===== src/rtl/eth_tx_sched_if.sv =====
// eth_tx_sched_if: builder, FCS-generator and line-side signals of the TX scheduler
interface eth_tx_sched_if #(
   parameter int CNT_W = 16
);
   logic             arp_req;
   logic             udp_req;
   logic             arp_start;
   logic             udp_start;
   logic [7:0]       arp_data;
   logic [7:0]       udp_data;
   logic             arp_data_done;
   logic             udp_data_done;
   logic             preamble_sfd_tx_done;
   logic [7:0]       fcs_data;
   logic             payload_done;
   logic [7:0]       fcs_byte;
   logic             fcs_tx_done;
   logic [7:0]       tx_data;
   logic             tx_en;
   logic             busy;
   logic [CNT_W-1:0] arp_frame_cnt;
   logic [CNT_W-1:0] udp_frame_cnt;
   modport slave (
      input  arp_req, udp_req, arp_data, udp_data, arp_data_done, udp_data_done, fcs_byte, fcs_tx_done,
      output arp_start, udp_start, preamble_sfd_tx_done, fcs_data, payload_done, tx_data, tx_en, busy,
             arp_frame_cnt, udp_frame_cnt
   );
   modport master (
      output arp_req, udp_req, arp_data, udp_data, arp_data_done, udp_data_done, fcs_byte, fcs_tx_done,
      input  arp_start, udp_start, preamble_sfd_tx_done, fcs_data, payload_done, tx_data, tx_en, busy,
             arp_frame_cnt, udp_frame_cnt
   );
endinterface


===== src/rtl/eth_tx_sched.sv =====
// eth_tx_sched: round-robin ARP/UDP transmit scheduler with preamble/SFD, FCS splice and inter-frame gap
module eth_tx_sched #(
   parameter int PREAMBLE_LEN = 7,
   parameter int IFG_CYCLES   = 12,
   parameter int CNT_W        = 16
) (
   input logic           aclk,
   input logic           areset,
   eth_tx_sched_if.slave bus
);
   localparam int PW = $clog2(PREAMBLE_LEN + 1);
   localparam int IW = $clog2(IFG_CYCLES + 1);
   localparam logic [2:0] S_IDLE = 3'd0;
   localparam logic [2:0] S_PRE  = 3'd1;
   localparam logic [2:0] S_PAY  = 3'd2;
   localparam logic [2:0] S_FCS  = 3'd3;
   localparam logic [2:0] S_IFG  = 3'd4;
   logic [2:0]       state;
   logic [PW-1:0]    pre_cnt;
   logic [IW-1:0]    ifg_cnt;
   logic             gnt_udp;
   logic             last_udp;
   logic [CNT_W-1:0] arp_cnt;
   logic [CNT_W-1:0] udp_cnt;
   logic             in_pre;
   logic             in_pay;
   logic             in_fcs;
   logic             sfd;
   logic             src_done;
   logic [7:0]       src_data;
   logic [7:0]       line_byte;
   always_comb begin
      in_pre    = state == S_PRE;
      in_pay    = state == S_PAY;
      in_fcs    = state == S_FCS;
      sfd       = in_pre && pre_cnt == PW'(PREAMBLE_LEN);
      src_data  = gnt_udp ? bus.udp_data : bus.arp_data;
      src_done  = in_pay && (gnt_udp ? bus.udp_data_done : bus.arp_data_done);
      line_byte = in_pre ? (sfd ? 8'hD5 : 8'h55) : in_pay ? src_data : in_fcs ? bus.fcs_byte : 8'h00;
   end
   assign bus.arp_start            = sfd && !gnt_udp;
   assign bus.udp_start            = sfd && gnt_udp;
   assign bus.preamble_sfd_tx_done = sfd;
   assign bus.fcs_data             = in_pay ? src_data : 8'h00;
   assign bus.payload_done         = src_done;
   assign bus.busy                 = state != S_IDLE;
   assign bus.arp_frame_cnt        = arp_cnt;
   assign bus.udp_frame_cnt        = udp_cnt;
   always_ff @(posedge aclk or posedge areset) begin
      if (areset) begin
         state       <= S_IDLE;
         pre_cnt     <= '0;
         ifg_cnt     <= '0;
         gnt_udp     <= 1'b0;
         last_udp    <= 1'b1;
         arp_cnt     <= '0;
         udp_cnt     <= '0;
         bus.tx_data <= 8'h00;
         bus.tx_en   <= 1'b0;
      end else begin
         bus.tx_data <= line_byte;
         bus.tx_en   <= in_pre || in_pay || in_fcs;
         case (state)
            S_IDLE: if (bus.arp_req || bus.udp_req) begin
               // on a tie the source not served last wins
               gnt_udp <= bus.udp_req && (!bus.arp_req || !last_udp);
               pre_cnt <= '0;
               state   <= S_PRE;
            end
            S_PRE: begin
               pre_cnt <= pre_cnt + PW'(1);
               if (sfd) state <= S_PAY;
            end
            S_PAY: if (src_done) begin
               last_udp <= gnt_udp;
               state    <= S_FCS;
            end
            S_FCS: if (bus.fcs_tx_done) begin
               if (gnt_udp) udp_cnt <= udp_cnt + CNT_W'(1);
               else arp_cnt <= arp_cnt + CNT_W'(1);
               ifg_cnt <= IW'(IFG_CYCLES - 1);
               state   <= S_IFG;
            end
            S_IFG: begin
               ifg_cnt <= ifg_cnt - IW'(1);
               if (ifg_cnt == '0) state <= S_IDLE;
            end
            default: state <= S_IDLE;
         endcase
      end
   end
endmodule

===== src/flat_wrapper.sv =====
// flat-port wrapper written by rule: the top's interface ports become plain ports
module eth_tx_sched_flat 
#(
   parameter int PREAMBLE_LEN = 7,
   parameter int IFG_CYCLES   = 12,
   parameter int CNT_W        = 16
)
  (aclk, areset, bus_arp_req, bus_udp_req, bus_arp_data, bus_udp_data, bus_arp_data_done, bus_udp_data_done, bus_fcs_byte, bus_fcs_tx_done, bus_arp_start, bus_udp_start, bus_preamble_sfd_tx_done, bus_fcs_data, bus_payload_done, bus_tx_data, bus_tx_en, bus_busy, bus_arp_frame_cnt, bus_udp_frame_cnt);
  eth_tx_sched_if #(.CNT_W(CNT_W)) bus_i ();
  input logic aclk;
  input logic areset;
  input wire logic [$bits(bus_i.arp_req)-1:0] bus_arp_req;
  input wire logic [$bits(bus_i.udp_req)-1:0] bus_udp_req;
  input wire logic [$bits(bus_i.arp_data)-1:0] bus_arp_data;
  input wire logic [$bits(bus_i.udp_data)-1:0] bus_udp_data;
  input wire logic [$bits(bus_i.arp_data_done)-1:0] bus_arp_data_done;
  input wire logic [$bits(bus_i.udp_data_done)-1:0] bus_udp_data_done;
  input wire logic [$bits(bus_i.fcs_byte)-1:0] bus_fcs_byte;
  input wire logic [$bits(bus_i.fcs_tx_done)-1:0] bus_fcs_tx_done;
  output wire logic [$bits(bus_i.arp_start)-1:0] bus_arp_start;
  output wire logic [$bits(bus_i.udp_start)-1:0] bus_udp_start;
  output wire logic [$bits(bus_i.preamble_sfd_tx_done)-1:0] bus_preamble_sfd_tx_done;
  output wire logic [$bits(bus_i.fcs_data)-1:0] bus_fcs_data;
  output wire logic [$bits(bus_i.payload_done)-1:0] bus_payload_done;
  output wire logic [$bits(bus_i.tx_data)-1:0] bus_tx_data;
  output wire logic [$bits(bus_i.tx_en)-1:0] bus_tx_en;
  output wire logic [$bits(bus_i.busy)-1:0] bus_busy;
  output wire logic [$bits(bus_i.arp_frame_cnt)-1:0] bus_arp_frame_cnt;
  output wire logic [$bits(bus_i.udp_frame_cnt)-1:0] bus_udp_frame_cnt;
  assign bus_i.arp_req = bus_arp_req;
  assign bus_i.udp_req = bus_udp_req;
  assign bus_i.arp_data = bus_arp_data;
  assign bus_i.udp_data = bus_udp_data;
  assign bus_i.arp_data_done = bus_arp_data_done;
  assign bus_i.udp_data_done = bus_udp_data_done;
  assign bus_i.fcs_byte = bus_fcs_byte;
  assign bus_i.fcs_tx_done = bus_fcs_tx_done;
  assign bus_arp_start = bus_i.arp_start;
  assign bus_udp_start = bus_i.udp_start;
  assign bus_preamble_sfd_tx_done = bus_i.preamble_sfd_tx_done;
  assign bus_fcs_data = bus_i.fcs_data;
  assign bus_payload_done = bus_i.payload_done;
  assign bus_tx_data = bus_i.tx_data;
  assign bus_tx_en = bus_i.tx_en;
  assign bus_busy = bus_i.busy;
  assign bus_arp_frame_cnt = bus_i.arp_frame_cnt;
  assign bus_udp_frame_cnt = bus_i.udp_frame_cnt;
  eth_tx_sched #(.PREAMBLE_LEN(PREAMBLE_LEN), .IFG_CYCLES(IFG_CYCLES), .CNT_W(CNT_W)) u_core (.aclk(aclk), .areset(areset), .bus(bus_i));
endmodule

===== config.mk =====
export PLATFORM = sky130hd
export DESIGN_NAME = eth_tx_sched_flat
export DESIGN_NICKNAME = d
export VERILOG_FILES = /design/src/rtl/eth_tx_sched_if.sv /design/src/rtl/eth_tx_sched.sv /design/src/flat_wrapper.sv
export SDC_FILE = /design/constraint.sdc
export NUM_CORES = 1
export LEC_CHECK = 0
export CORE_ASPECT_RATIO = 1.4
export CORE_MARGIN = 3
export CORE_UTILIZATION = 49
export DETAILED_ROUTE_END_ITERATION = 7
export PLACE_DENSITY_LB_ADDON = 0.12
export SETUP_SLACK_MARGIN = 0.4
export SLEW_MARGIN = 20
export SYNTH_ARGS = -nofsm -noshare
export SYNTH_HDL_FRONTEND = slang
export SYNTH_SLANG_ARGS = --single-unit

===== constraint.sdc =====
create_clock -name aclk -period 5.3 [get_ports aclk]
set_clock_uncertainty 0.1 [all_clocks]
set_input_delay 1.06 -clock aclk [delete_from_list [all_inputs] [get_ports aclk]]
set_output_delay 1.06 -clock aclk [all_outputs]
set_load 0.05 [all_outputs]

# Yosys cells after proc, flatten, opt, wreduce, memory -nomap -nowiden
# Index checks and enable logic that the tools add are counted.
# W data, S select, Z words.
dict set report totals {
  output_inout_bits 54
  inputBits 31
  ff_bits 53
  word_cells 65
}
dict set report classes {
  n_eq_ne 10
  n_reduce_logical 24
  bitwise_logic 1
  n_mux 17
  n_addsub 4
}
# cell n
set op_table {}
lappend op_table {{$mux W8} 6}
lappend op_table {{$add A16 B1 Y16 const B} 2}
lappend op_table {{$mux W3} 6}
lappend op_table {{$pmux W3 S5} 1}
lappend op_table {{$pmux W4 S2} 1}
lappend op_table {{$reduce_and A2 Y1} 4}
lappend op_table {{$eq A3 B2 Y1 const B} 2}
lappend op_table {{$eq A3 B3 Y1 const B} 2}
lappend op_table {{$ne A2 B2 Y1 const B} 3}
lappend op_table {{$pmux W3 S2} 1}
lappend op_table {{$reduce_and A3 Y1} 2}
lappend op_table {{$logic_and A1 B1 Y1} 5}
lappend op_table {{$reduce_and A5 Y1} 1}
lappend op_table {{$logic_not A4 Y1} 1}
lappend op_table {{$logic_or A1 B1 Y1} 4}
lappend op_table {{$mux W4} 1}
lappend op_table {{$ne A2 B1 Y1 const B} 2}
lappend op_table {{$reduce_bool A2 Y1} 2}
lappend op_table {{$sub A4 B1 Y4 const B} 1}
lappend op_table {{$add A3 B1 Y3 const B} 1}
lappend op_table {{$eq A3 B1 Y1 const B} 1}
lappend op_table {{$logic_not A1 Y1} 3}
lappend op_table {{$logic_not A3 Y1} 1}
lappend op_table {{$reduce_bool A3 Y1} 1}
lappend op_table {{2 further kinds} 2}

# Logic depth before layout (Yosys ltp)
dict set report depth {
  ltp_word 4
  mapped_depth 6
  ltp_nobuf 6
}

# Worst setup path after synthesis
# No wires, ideal clock.
dict set report synth_path {
  kind {flip-flop to output port}
  from {register u_core.state[2]}
  to {output port bus_arp_start}
  slack_ps 1906
  path_stages_with_launch 6
  path_buffers 1
  required_time_ps 4140
  arrival_ps 2234
  path_cell_list {dfrtp_1 nand2b_1 clkbuf_1 nor2_1 and2_1 nor2b_1}
}
dict set report synth_between {
  elab_chain_len 3
}
# item line
set synth_rtl {}
lappend synth_rtl {{start: declaration} eth_tx_sched.sv:18} ;# logic [2:0] state;
lappend synth_rtl {{start signal: assignment} eth_tx_sched.sv:51} ;# state <= S_IDLE;
lappend synth_rtl {{start signal: assignment} eth_tx_sched.sv:68} ;# state <= S_PRE;
lappend synth_rtl {{start signal: assignment} eth_tx_sched.sv:72} ;# if (sfd) state <= S_PAY;
lappend synth_rtl {{$eq A3 B1 Y1} eth_tx_sched.sv:33} ;# in_pre = state == S_PRE;
lappend synth_rtl {{$logic_and A1 B1 Y1} eth_tx_sched.sv:36} ;# sfd = in_pre && pre_cnt == PW'(PREAMBLE_LEN);
lappend synth_rtl {{named net bus_preamble_sfd_tx_done} flat_wrapper.sv:22} ;# output wire logic [$bits(bus_i.preamble_sfd_tx_done)-1:0] bus_preamble_sfd_tx_done;
lappend synth_rtl {{$logic_and A1 B1 Y1} eth_tx_sched.sv:41} ;# assign bus.arp_start = sfd && !gnt_udp;
lappend synth_rtl {{end: declaration} flat_wrapper.sv:20} ;# output wire logic [$bits(bus_i.arp_start)-1:0] bus_arp_start;
# The timed path passes the listed nets, and every way through them passes these cells.

# Worst setup path after layout
dict set report layout_path {
  from {register u_core.state[0]}
  to {output port bus_arp_start}
}
dict set report layout_between {
  elab_chain_len 3
}
# item line
set layout_rtl {}
lappend layout_rtl {{$eq A3 B1 Y1} eth_tx_sched.sv:33}
lappend layout_rtl {{$logic_and A1 B1 Y1} eth_tx_sched.sv:36}
lappend layout_rtl {{$logic_and A1 B1 Y1} eth_tx_sched.sv:41}
# No other way between the ends.

==> results.cfg <==
[run_status]
status = finished clean

[cells_and_area]
mostFrequentLayoutCells = clkdlybuf4s50_1 (84), dfrtp_1 (52), nor2_1 (25), xnor2_1 (25), nand2_1 (20)
area_growth_syn_to_layout_pct = 37.7
n_antenna_cell = 0
final_common_cell = clkdlybuf4s50_1
num-fill-cells = 384
stdcell_area_sq_mm = 0.00355
multi_input_area_sq_mm = 0.00117
drive_gt1_frac = 0.0523
register_area_sq_mm = 0.00133
fin_nets = 360

[sta]
fin_crit_ns = 4.05
timing.hold.ws_ns = 0.372
fmax_mhz = 247
setup_ws_ns = 1.25
maxSlewViolCount = 0
rsz0062_at_grt = false
hold_violations = 0
period_share = 0.764
tightest_slew_ns = 0.940
maxSlewHeadroom = 0.374
setup_tns_ns = 0
setup_viol_count_final = 0

[pwr]
p_leak_uw = 0.00155
peakVddDrop_mv = 0.253
power.total_uw = 1350
powerDensity_mw_per_mm2 = 380

[worst_setup_path]
critPathKind = reg -> out
crit_buf_inv = 1
crit_arrival_ns = 2.89
critPathCaptureType = output port
startpoint_type = flop
crit_fanout = 14
slowest_delay_ns = 0.82
rrSetupSlack_ns = 3.11
cp.depth = 5
rr_worst_depth = 4
crit_family = simple AND/OR/NAND/NOR gates
worstPathRequired_ns = 4.14
crit_slowest_cell = clkdlybuf4s50_1
worstPathCellList = nand2b_1 > nor2_1 > and2_1 > nor2b_1 > clkdlybuf4s50_1

[synthesis]
synth-seq-area-share = 0.516
synthCells = 242
yosysWarnings = 0
ys.flop_type = dfrtp_1
async_flop_share = 1.00
avgSynthCellArea_sq_um = 10.6
synth_area_sq_mm = 0.00257
synth_edf_count = 0
ys_ff_latch = 53
synth.distinct_cells = 37
syn-num-nets = 278

[clock_tree]
post_cts_buffers = 0
cts_hold_buffers = 0
clk_pin_slew_worst_paths_ns = 0.10
clk_latency_ns = 0.30
htree_levels = 2
numClockSinks = 53
cts_tree = built
cts_buffers = 5
cts.path.max_buffers = 2
cts_resized = 0
root_buffer = clkbuf_8

[placed_design]
numPortBuffers = 84
pre_cts_ws_ns = 1.54
hpwlAfterDp_um = 4020
place_congestion = 0.769
placed_area_sq_mm = 0.00346

[route]
dr.pass1.iters = 4
wl_per_cell_um = 13.9
drt_iter0_drc = 86
drt-total-wl_um = 5390
drc = 0
vias_per_cell = 5.31
postRouteAntennaNets = 0
vias = 2066

[grt]
grt-busiest-layer = met2
antenna_found_initial = 0
grt_first_pass_wirelength_um = 9150
gr-total-overflow = 0
grtUsageMet2 = 0.316
met1_usage = 0.239
grt_pass1_vias = 1999
grt_max_degree = 54
use_met3 = 0.0392
track_usage = 0.190

[floorplan]
die_w_um = 67.3
start_util = 0.520
fp.dieArea_sq_mm = 0.00617
rows = 30
core_sq_mm = 0.00495
die_h_um = 91.8
io_pins = 85

[hold_path]
hold_class = reg -> reg
holdPathStages = 1

[job]
drv_cap = 0
## cell type report
type                    count  share of cell area
inverters                   9             0.00988
multi-input cells         171               0.331
repair buffers             84               0.237
clock inverters             2             0.00423
flip-flops and latches     53               0.374
well taps                  64              0.0226
clock buffers               6              0.0205
## state kept, by name, summed over array words and instances (netlist names)
register / count
u_core.gnt_udp: 1
u_core.pre_cnt: 3
u_core.bus.tx_data: 8
u_core.state: 3
u_core.bus.udp_frame_cnt: 16
u_core.ifg_cnt: 4
u_core.bus.arp_frame_cnt: 16
u_core.bus.tx_en: 1
u_core.last_udp: 1
## power breakdown
part	leakage (uW)	switching (uW)	internal, uW	total [uW]
combinational	0.000822	337	219	556
clock	0.0000374	130	93.3	224
sequential	0.000690	95.6	472	567
## cell families (layout without fill, tap and decap cells)
| group | count (synthesis) | after routing | share of synthesized area |
|---|---|---|---|
| fa+ha+maj | 5 | 5 | 0.0243 |
| buf+inv | 18 | 101 | 0.0282 |
| flops | 53 | 53 | 0.516 |
| xor+xnor | 30 | 30 | 0.102 |
| mux | 12 | 12 | 0.0481 |
| compound gates | 28 | 28 | 0.0700 |
| simple gates | 96 | 96 | 0.212 |
## cells in the mapped netlist (all sizes together) (8+ instances only)
cell	count	area, sq um
xnor2	25	219
mux2i	9	90.1
nand3	13	65.1
o21ai	8	40.0
nor2	25	93.8
nand2	20	75.1
dfrtp	52	1300
inv	9	33.8
nand4	8	50.1
## final timing paths
path                                                                  to                                      from
worst max-delay path                                       bus_arp_start               u_core.state[0]$_DFFE_PP0P_
worst min-delay path            u_core.bus.udp_frame_cnt[15]$_DFFE_PP0P_  u_core.bus.udp_frame_cnt[15]$_DFFE_PP0P_
worst max register to register  u_core.bus.udp_frame_cnt[15]$_DFFE_PP0P_                u_core.gnt_udp$_DFFE_PP0P_
worst min register to register  u_core.bus.udp_frame_cnt[15]$_DFFE_PP0P_  u_core.bus.udp_frame_cnt[15]$_DFFE_PP0P_
max in group asynchronous                u_core.bus.tx_data[0]$_DFF_PP0_                                    areset
min in group asynchronous       u_core.bus.udp_frame_cnt[12]$_DFFE_PP0P_                                    areset
## layer usage
metal / vias up / share of wire
li1: 1009 / -
met2: 63 / 0.51
met1: 988 / 0.43
met4: 0 / 0.013
met3: 6 / 0.047
met5: - / 0
## through the flow
step,instances,utilization
detailed placement,381,0.698
finish,389,0.716
global route,389,0.716
global placement,381,0.698
CTS,389,0.715
floorplan,242,-
Note: power is estimated with default switching activity, not from simulation.
